`config.mk`:
```
export PLATFORM = sky130hd
export DESIGN_NAME = uart_rx_core_param
export DESIGN_NICKNAME = d
export VERILOG_FILES = /design/src/rtl/uart_rx_core_param.sv
export SDC_FILE = /design/constraint.sdc
export NUM_CORES = 1
export LEC_CHECK = 0
export ABC_AREA = 0
export BUFFER_PORTS_ARGS = -buffer_cell sky130_fd_sc_hd__buf_2
export CORE_MARGIN = 3
export CORE_UTILIZATION = 45
export DETAILED_ROUTE_END_ITERATION = 16
export GPL_TIMING_DRIVEN = 0
export MAX_ROUTING_LAYER = met4
export SLEW_MARGIN = 0
export SYNTH_ARGS = -nofsm -noshare
export SYNTH_HDL_FRONTEND = slang
export SYNTH_SLANG_ARGS = --single-unit
```
`constraint.sdc`:
```
create_clock -name clk -period 5.85 [get_ports clk]
set_clock_uncertainty 0.15 [all_clocks]
set_input_delay 0.8775 -clock clk [delete_from_list [all_inputs] [get_ports clk]]
set_output_delay 0.8775 -clock clk [all_outputs]
set_load 0.1 [all_outputs]
```
`src/rtl/uart_rx_core_param.sv`:
```
`default_nettype none
// ============================================================================
// Module      : uart_rx_core_param
// Description : Parametrised UART receiver. Synchronises the rx pin, times
//               each bit from a runtime prescale, takes a 3-sample majority
//               vote per bit, deserialises LSB-first, checks optional
//               even/odd parity and 1 or 2 stop bits, and issues one-cycle
//               result strobes at frame end.
// Revision    : 1.0 - initial release
// ============================================================================
module uart_rx_core_param #(
  parameter int DATA_W  = 8,
  parameter int PRESC_W = 6
) (
  input  logic               clk,
  input  logic               reset_n,
  input  logic               rx_in,
  input  logic [PRESC_W-1:0] prescale_in,
  input  logic               par_en_in,
  input  logic               par_odd_in,
  input  logic               stop2_in,
  output logic [DATA_W-1:0]  rx_data_out,
  output logic               rx_valid_out,
  output logic               par_err_out,
  output logic               stp_err_out,
  output logic               busy_out
);

  localparam int CNT_W = $clog2(DATA_W + 1);
  localparam logic [PRESC_W-1:0] C_ONE      = PRESC_W'(1);
  localparam logic [PRESC_W-1:0] C_TWO      = PRESC_W'(2);
  localparam logic [PRESC_W-1:0] C_MIN_P    = PRESC_W'(8);
  localparam logic [CNT_W-1:0]   C_LAST_BIT = CNT_W'(DATA_W - 1);
  localparam logic [CNT_W-1:0]   C_CNT_ZERO = '0;

  typedef enum logic [2:0] {
    S_IDLE     = 3'd0,
    S_START    = 3'd1,
    S_DATA     = 3'd2,
    S_PARITY   = 3'd3,
    S_STOP     = 3'd4,
    S_BRK_WAIT = 3'd5
  } state_t;

  state_t              r_state;
  state_t              w_state_nxt;
  logic                r_rx_meta;
  logic                r_rxs;
  logic [PRESC_W-1:0]  r_presc;
  logic                r_par_en;
  logic                r_par_odd;
  logic                r_stop2;
  logic [PRESC_W-1:0]  r_edge_cnt;
  logic [CNT_W-1:0]    r_bit_cnt;
  logic [2:0]          r_smp;
  logic [DATA_W-1:0]   r_shift;
  logic                r_par_bad;

  logic [PRESC_W-1:0]  w_presc_eff;
  logic [PRESC_W-1:0]  w_half;
  logic [PRESC_W-1:0]  w_last;
  logic                w_edge_last;
  logic                w_spt_hit;
  logic                w_bit;
  logic                w_frame_end;
  logic                w_stop_bad;
  logic                w_cfg_load;

  // Two-flop synchroniser for the asynchronous serial line; idles high.
  always_ff @(posedge clk or negedge reset_n) begin
    if (!reset_n) begin
      r_rx_meta <= 1'b1;
      r_rxs     <= 1'b1;
    end else begin
      r_rx_meta <= rx_in;
      r_rxs     <= r_rx_meta;
    end
  end

  // Clamp prescale to at least 8 and drop bit0 so half-bit math stays exact.
  always_comb begin
    w_presc_eff = {prescale_in[PRESC_W-1:1], 1'b0};
    if (prescale_in < C_MIN_P) begin
      w_presc_eff = C_MIN_P;
    end
  end

  assign w_half      = {1'b0, r_presc[PRESC_W-1:1]};
  assign w_last      = r_presc - C_ONE;
  assign w_edge_last = (r_edge_cnt == w_last);
  assign w_spt_hit   = (r_edge_cnt == (w_half + C_TWO));
  assign w_bit       = (r_smp[0] & r_smp[1]) | (r_smp[0] & r_smp[2]) | (r_smp[1] & r_smp[2]);
  assign w_cfg_load  = (r_state == S_IDLE) && !r_rxs;
  assign busy_out    = (r_state != S_IDLE);

  // Configuration is captured only as a frame starts so mid-frame changes are ignored.
  always_ff @(posedge clk or negedge reset_n) begin
    if (!reset_n) begin
      r_presc   <= C_MIN_P;
      r_par_en  <= 1'b0;
      r_par_odd <= 1'b0;
      r_stop2   <= 1'b0;
    end else if (w_cfg_load) begin
      r_presc   <= w_presc_eff;
      r_par_en  <= par_en_in;
      r_par_odd <= par_odd_in;
      r_stop2   <= stop2_in;
    end
  end

  // State register.
  always_ff @(posedge clk or negedge reset_n) begin
    if (!reset_n) begin
      r_state <= S_IDLE;
    end else begin
      r_state <= w_state_nxt;
    end
  end

  // Next-state decode plus frame-end / stop-error detection at sample points.
  always_comb begin
    w_state_nxt = r_state;
    w_frame_end = 1'b0;
    w_stop_bad  = 1'b0;
    case (r_state)
      S_IDLE: begin
        if (!r_rxs) begin
          w_state_nxt = S_START;
        end
      end
      S_START: begin
        if (w_spt_hit && w_bit) begin
          w_state_nxt = S_IDLE;
        end else if (w_edge_last) begin
          w_state_nxt = S_DATA;
        end
      end
      S_DATA: begin
        if (w_edge_last && (r_bit_cnt == C_LAST_BIT)) begin
          w_state_nxt = r_par_en ? S_PARITY : S_STOP;
        end
      end
      S_PARITY: begin
        if (w_edge_last) begin
          w_state_nxt = S_STOP;
        end
      end
      S_STOP: begin
        if (w_spt_hit) begin
          if (!w_bit) begin
            w_stop_bad  = 1'b1;
            w_frame_end = 1'b1;
            w_state_nxt = S_BRK_WAIT;
          end else if (!(r_stop2 && (r_bit_cnt == C_CNT_ZERO))) begin
            // Leave at mid-bit so a back-to-back start edge is not missed.
            w_frame_end = 1'b1;
            w_state_nxt = S_IDLE;
          end
        end
      end
      S_BRK_WAIT: begin
        if (r_rxs) begin
          w_state_nxt = S_IDLE;
        end
      end
      default: begin
        w_state_nxt = S_IDLE;
      end
    endcase
  end

  // Bit timing: edge_cnt runs 0..P-1 within a bit, bit_cnt counts bits within a state.
  always_ff @(posedge clk or negedge reset_n) begin
    if (!reset_n) begin
      r_edge_cnt <= '0;
      r_bit_cnt  <= '0;
    end else if ((r_state == S_IDLE) || (w_state_nxt != r_state)) begin
      r_edge_cnt <= '0;
      r_bit_cnt  <= '0;
    end else if (w_edge_last) begin
      r_edge_cnt <= '0;
      r_bit_cnt  <= r_bit_cnt + 1'b1;
    end else begin
      r_edge_cnt <= r_edge_cnt + C_ONE;
    end
  end

  // Capture the three vote samples around mid-bit.
  always_ff @(posedge clk or negedge reset_n) begin
    if (!reset_n) begin
      r_smp <= 3'b111;
    end else begin
      if (r_edge_cnt == (w_half - C_ONE)) r_smp[0] <= r_rxs;
      if (r_edge_cnt == w_half)           r_smp[1] <= r_rxs;
      if (r_edge_cnt == (w_half + C_ONE)) r_smp[2] <= r_rxs;
    end
  end

  // Deserialise LSB-first and evaluate parity against the received data.
  always_ff @(posedge clk or negedge reset_n) begin
    if (!reset_n) begin
      r_shift   <= '0;
      r_par_bad <= 1'b0;
    end else begin
      if ((r_state == S_DATA) && w_spt_hit) begin
        r_shift <= {w_bit, r_shift[DATA_W-1:1]};
      end
      if (r_state == S_IDLE) begin
        r_par_bad <= 1'b0;
      end else if ((r_state == S_PARITY) && w_spt_hit) begin
        r_par_bad <= (w_bit != ((^r_shift) ^ r_par_odd));
      end
    end
  end

  // Registered result strobes; data only updates on a clean frame.
  always_ff @(posedge clk or negedge reset_n) begin
    if (!reset_n) begin
      rx_data_out  <= '0;
      rx_valid_out <= 1'b0;
      par_err_out  <= 1'b0;
      stp_err_out  <= 1'b0;
    end else begin
      rx_valid_out <= w_frame_end && !w_stop_bad && !r_par_bad;
      par_err_out  <= w_frame_end && r_par_bad;
      stp_err_out  <= w_frame_end && w_stop_bad;
      if (w_frame_end && !w_stop_bad && !r_par_bad) begin
        rx_data_out <= r_shift;
      end
    end
  end

endmodule
`default_nettype wire
```
==> results of run 1 <==
## metal layers
metal	part of all wire	vias to the layer above
met5	0	-
met2	0.44	41
met1	0.51	964
met3	0.039	2
li1	-	999
met4	0.0054	0
## cell type report
type,instances,area [um2]
multi-input cells,200,1433
clock buffers,6,82.58
repair buffers,22,110.1
fillers,522,2609
plain buffers,11,53.80
flip-flops and latches,46,1159
inverters,12,45.04
clock inverters,2,60.06
well taps,72,90.09
## power by group through the flow
| stage | clock network, mW | logic, mW | registers [mW] |
|---|---|---|---|
| finish | 0.291 | 0.692 | 0.463 |
| global route | 0.313 | 0.771 | 0.475 |
| CTS | 0.297 | 0.694 | 0.463 |
| detailed placement | 0 | 0.690 | 0.469 |
| global placement | 0 | 0.679 | 0.467 |
| floorplan | 0 | 0.553 | 0.450 |
## registers in the layout (all words and copies together) (netlist names)
name and cells:
r_rxs 1, r_presc 5, rx_valid_out 1, r_stop2 1
r_edge_cnt 6, r_rx_meta 1, r_state 3, par_err_out 1
rx_data_out 8, r_bit_cnt 4, r_par_en 1, r_smp 3
r_par_odd 1, r_par_bad 1, stp_err_out 1, r_shift 8
## how the worst min path moves through the flow
stage	from	endpoint	slack, ns	cells after the start
floorplan	r_rx_meta	r_rxs	0.20	0
global placement	r_rx_meta	r_rxs	0.20	0
detailed placement	r_rx_meta	r_rxs	0.20	0
CTS	r_rx_meta	r_rxs	0.21	0
global route	r_rx_meta	r_rxs	0.21	0
finish	r_rx_meta	r_rxs	0.21	0
## worst max-delay path, delay by kind of cell (launching register included)
kind	cells	cell delay, ns
compound gates	3	1.48
buf+inv	2	0.50
flops	1	0.55
fa+ha+maj	1	0.22
simple gates	2	0.58
xor+xnor	1	0.16
## cell families (layout without fill, tap and decap cells)
logic type                 count (synthesis)  after routing  synth area share
AOI/OAI and AO/OA                         37             37            0.1016
xor gates and xnor gates                  30             30           0.09790
adders and majority gates                  9              9           0.04103
buffers and inverters                     23             53           0.03683
DFF                                       46             46            0.4317
muxes                                     20             20           0.09464
and+or+nand+nor                          104            104            0.1963
## cells in the final DEF (no fill, tap or decap), types with 8 or more instances in the layout
| cell type | Yosys | routed |
|---|---|---|
| xor2_1 | 13 | 13 |
| o21ai_0 | 13 | 13 |
| mux2_4 | 8 | 8 |
| nand2_1 | 31 | 31 |
| nor3_1 | 14 | 14 |
| nor2_1 | 16 | 16 |
| ha_1 | 8 | 8 |
| inv_1 | 12 | 12 |
| clkbuf_1 | 8 | 8 |
| xnor2_1 | 17 | 17 |
| nand3_1 | 12 | 12 |
| mux2_2 | 11 | 11 |
| dfrtp_1 | 40 | 40 |
| buf_2 | 1 | 23 |
==> impl_metrics.json, run 1 <==
{
  "cts_resized": 0,
  "busiest_layer": "met2",
  "dp_slack_ns": 2.118,
  "holdWs_ns": 0.2100,
  "synthTopCellsByCount": "dfrtp_1, nand2_1, xnor2_1",
  "synth_seq_cells": 46,
  "syn_avg_cell_area_um2": 9.977,
  "wl_um": 5569,
  "clock_sinks": 46,
  "dpl-instance-area_um2": 2890,
  "r2r-start": "r_presc[3]",
  "timing.fmax_mhz": 264.2,
  "setup_tns_ns": 0,
  "yosys_warnings": 0,
  "hp-class": "reg2reg",
  "core.rowCount": 27,
  "gp_congestion": 0.8920,
  "use_met2": 0.2493,
  "dp_cells": 363,
  "worst-path-max-fanout": 10,
  "cts_hold_buf": 0,
  "synth_top_area_cell": "dfrtp_1",
  "initial_utilization": 0.4757,
  "p_sw_frac": 0.4133,
  "yosysTopAreaCellShare": 0.3730,
  "syn_to_final_growth_pct": 13.01,
  "pwr_density_cell_nw_per_um2": 476.7,
  "critPathLaunch": "r_presc[3]",
  "wl_per_cell_um": 15.01,
  "grt_overflow": 0,
  "power_mw": 1.446,
  "vias": 2006,
  "ys.flop_type": "dfrtp_1",
  "synth_cell_type_count": 50,
  "worst_slack_ns": 2.065,
  "worstMarginPinSlew_ns": 1.038,
  "cpPeakStageDelay_ns": 0.71,
  "drv_slew": 0,
  "ant_nets": 0,
  "drtIter0Drc": 111,
  "rsz0062_at_grt": "no",
  "period_share": 0.6470,
  "drive_gt1_frac": 0.2140,
  "drtPass1Iterations": 4,
  "synthCells": 269,
  "portBuffers": 22,
  "ioPinCount": 24,
  "stdcell_count": 371,
  "fin_nets": 318,
  "cts_buffer_depth": 2,
  "grt_first_pass_wirelength_um": 9411,
  "setup_viol": 0,
  "pwr-share-clk": 0.201,
  "slew_headroom": 0.3083,
  "synth_edf_count": 0,
  "switchingPower_uw": 597.6,
  "die_y_um": 83.23,
  "die_x_um": 83.23,
  "route.detailed.drc": 0,
  "grt_max_degree": 47,
  "crit_path_cell_trace": "clkbuf_1 -> inv_1 -> ha_1 -> a21boi_0 -> xnor2_1 -> nor2_1 -> a211oi_1 -> o2111ai_1 -> nor3_1",
  "cts_buffers": 5,
  "clk_pin_slew_ns": 0.09,
  "diodes": 0,
  "crit_path_top_delay_cell": "o2111ai_1",
  "outcome": "finished, final reports clean",
  "fin_area_um2": 3033,
  "crit_type": "reg2reg",
  "r2r-end": "r_bit_cnt[0]",
  "antenna_found_initial": 0,
  "max-cap-violations": 0,
  "grt_pass1_vias": 1859,
  "endpoint_kind": "register",
  "syn-num-nets": 289,
  "die_area_um2": 6926,
  "grtUsageTotal": 0.1710,
  "synth_area_leaders": "dfrtp_1, dfstp_2, xnor2_1",
  "cts_tree": "done",
  "ys_seq_area_frac": 0.4317,
  "synthArstFlopShare": 1.000,
  "cts_setup_buffers": 0,
  "yosysMostFrequentCell": "dfrtp_1",
  "ir_worst_vdd_v": 0.0002474,
  "worstPathRequired_ns": 5.84,
  "clk_latency_ns": 0.29,
  "rr_worst_depth": 9,
  "reg2reg_slack_ns": 2.07,
  "grt_util_met1": 0.2453,
  "core_area_um2": 5642,
  "seqPwrFrac": 0.320,
  "crit_path_start_kind": "register",
  "htreeDepth": 2,
  "finish.utilization": 0.5376,
  "place_hpwl_um": 3982,
  "min_period_ns": 3.785,
  "met3_usage": 0.04365,
  "vias_per_cell": 5.407,
  "intPower_uw": 848.3,
  "synth_area_um2": 2684,
  "comb_power_share": 0.479,
  "hold_viol_final": 0,
  "p_leak_nw": 1.424,
  "endpoint": "r_bit_cnt[0]",
  "cp.arrival_ns": 3.78,
  "root_buffer": "clkbuf_8"
}
Note: power is estimated with default switching activity, not from simulation.
==> inputs of run 2 (changes only) <==
==> constraint.sdc (replaced) <==
create_clock -name clk -period 3.82 [get_ports clk]
set_clock_uncertainty 0.15 [all_clocks]
set_input_delay 0.573 -clock clk [delete_from_list [all_inputs] [get_ports clk]]
set_output_delay 0.573 -clock clk [all_outputs]
set_load 0.1 [all_outputs]
==> impl_metrics.json, run 2 (same netlist as run 1, synthesis figures left out) <==
{
  "crit_type": "reg2reg",
  "path_delay_family": "simple AND/OR/NAND/NOR gates",
  "setup_viol": 0,
  "period_share": 0.9174,
  "timing.fmax_mhz": 285.3,
  "crit_path_start_kind": "register",
  "pwr_density_cell_nw_per_um2": 730.7,
  "layout_common_cells": "dfrtp_1, nand2_1, buf_2",
  "clk_pin_slew_ns": 0.09,
  "critPathLaunch": "r_presc[3]",
  "die_area_um2": 6926,
  "endpoint_kind": "register",
  "cts_buffer_depth": 2,
  "portBuffers": 22,
  "wl_per_cell_um": 14.98,
  "hold_depth": 0,
  "drive_gt1_frac": 0.2174,
  "ant_nets": 0,
  "drtIter0Drc": 114,
  "cp_num_cells": 10,
  "clock_sinks": 46,
  "fillCellCount": 520,
  "worstPathRequired_ns": 3.85,
  "grtUsageTotal": 0.1710,
  "grt_max_degree": 47,
  "core.rowCount": 27,
  "r2r-end": "rx_data_out[2]",
  "initial_utilization": 0.4757,
  "power_mw": 2.226,
  "core_area_um2": 5642,
  "diodes": 0,
  "htreeDepth": 2,
  "route.detailed.drc": 0,
  "cpPeakStageDelay_ns": 0.55,
  "gp_congestion": 0.8920,
  "p_leak_nw": 1.428,
  "vias_per_cell": 5.394,
  "slew_headroom": 0.3132,
  "outcome": "finished, final reports clean",
  "crit_path_cell_trace": "clkbuf_1 -> inv_1 -> ha_1 -> xnor2_1 -> nand2_1 -> a2111oi_4 -> nand2_2 -> or4_4 -> buf_6 -> mux2_4",
  "drv_slew": 0,
  "setup_tns_ns": 0,
  "vias": 2001,
  "syn_to_final_growth_pct": 13.52,
  "grt_pass1_vias": 1859,
  "cp.arrival_ns": 3.54,
  "worst-path-max-fanout": 9,
  "hp-class": "reg2reg",
  "ioPinCount": 24,
  "max-cap-violations": 0,
  "cts_tree": "done",
  "fin_nets": 318,
  "clk_latency_ns": 0.29,
  "rr_worst_depth": 10,
  "antenna_found_initial": 0,
  "die_y_um": 83.23,
  "crit_buf_inv": 3,
  "crit_path_top_delay_cell": "dfstp_2",
  "final_common_cell": "dfrtp_1",
  "rsz0062_at_grt": "no",
  "place_hpwl_um": 3982,
  "biggestRegsByFlops": "r_shift: 8 flops, rx_data_out: 8 flops, r_edge_cnt: 6 flops",
  "drtPass1Iterations": 4,
  "wl_um": 5557,
  "endpoint": "rx_data_out[2]",
  "ir_worst_vdd_v": 0.0003827,
  "grt_first_pass_wirelength_um": 9411,
  "min_period_ns": 3.505,
  "grt_overflow": 0,
  "cts_buffers": 5,
  "worstMarginPinSlew_ns": 1.030,
  "die_x_um": 83.23,
  "hold_viol_final": 0,
  "reg2reg_slack_ns": 0.32,
  "root_buffer": "clkbuf_8",
  "r2r-start": "r_presc[3]"
}
==> run 2: worst min path at each step <==
| stage | start | endpoint | slack, ns |
|---|---|---|---|
| global route | rx_in | r_rx_meta | 0.20 |
| global placement | r_rx_meta | r_rxs | 0.20 |
| CTS | rx_in | r_rx_meta | 0.21 |
| detailed placement | r_rx_meta | r_rxs | 0.20 |
| finish | r_rx_meta | r_rxs | 0.21 |
| floorplan | reset_n | par_err_out | 0.13 |
==> run 2: what timing repair did <==
item | in CTS | in global routing
gates resized for setup | 0 | 3
setup endpoints to repair | 0 | 10
buffers inserted | 0 | 0
hold buffers | 0 | 0
==> run 2: cell type report <==
type                            count  area (um2)  area share
Clock buffer                        6       82.58     0.02710
Tap cell                           72       90.09     0.02957
Timing Repair Buffer               22       110.1     0.03614
Clock inverter                      2       60.06     0.01971
Inverter                           12       45.04     0.01478
Multi-Input combinational cell    200        1446      0.4747
Sequential cell                    46        1159      0.3803
Buffer                             11       53.80     0.01766
==> run 2: metal layers <==
metal / wire length [um] / global-route usage
met5: 0 / -
met4: 32 / 0.02675
met3: 184 / 0.04365
met2: 2501 / 0.2493
met1: 2838 / 0.2453
==> run 2: worst reg2reg max path: stages, from the launching register on <==
cell	delay, ns
dfstp_2	0.55
clkbuf_1	0.30
inv_1	0.20
ha_1	0.33
xnor2_1	0.15
nand2_1	0.10
a2111oi_4	0.48
nand2_2	0.12
or4_4	0.53
buf_6	0.17
mux2_4	0.30
==> run 2: through the flow <==
stage          utilization  cell area, um2  cells  setup slack [ns]  hold WS, ns
2_1_floorplan            -            2684    269            0.7327       0.1274
3_3_place_gp        0.5112            2884    363           0.09835       0.1959
3_5_place_dp        0.5123            2890    363           0.08766       0.1988
4_1_cts             0.5376            3033    371           0.08509       0.2083
5_1_grt             0.5400            3047    371            0.1308       0.1972
6_report            0.5400            3047    371            0.3155       0.2103
==> run 2: power by group <==
| part | internal, mW | switching, mW |
|---|---|---|
| Clock | 0.279 | 0.165 |
| Sequential | 0.611 | 0.0983 |
| Combinational | 0.415 | 0.658 |
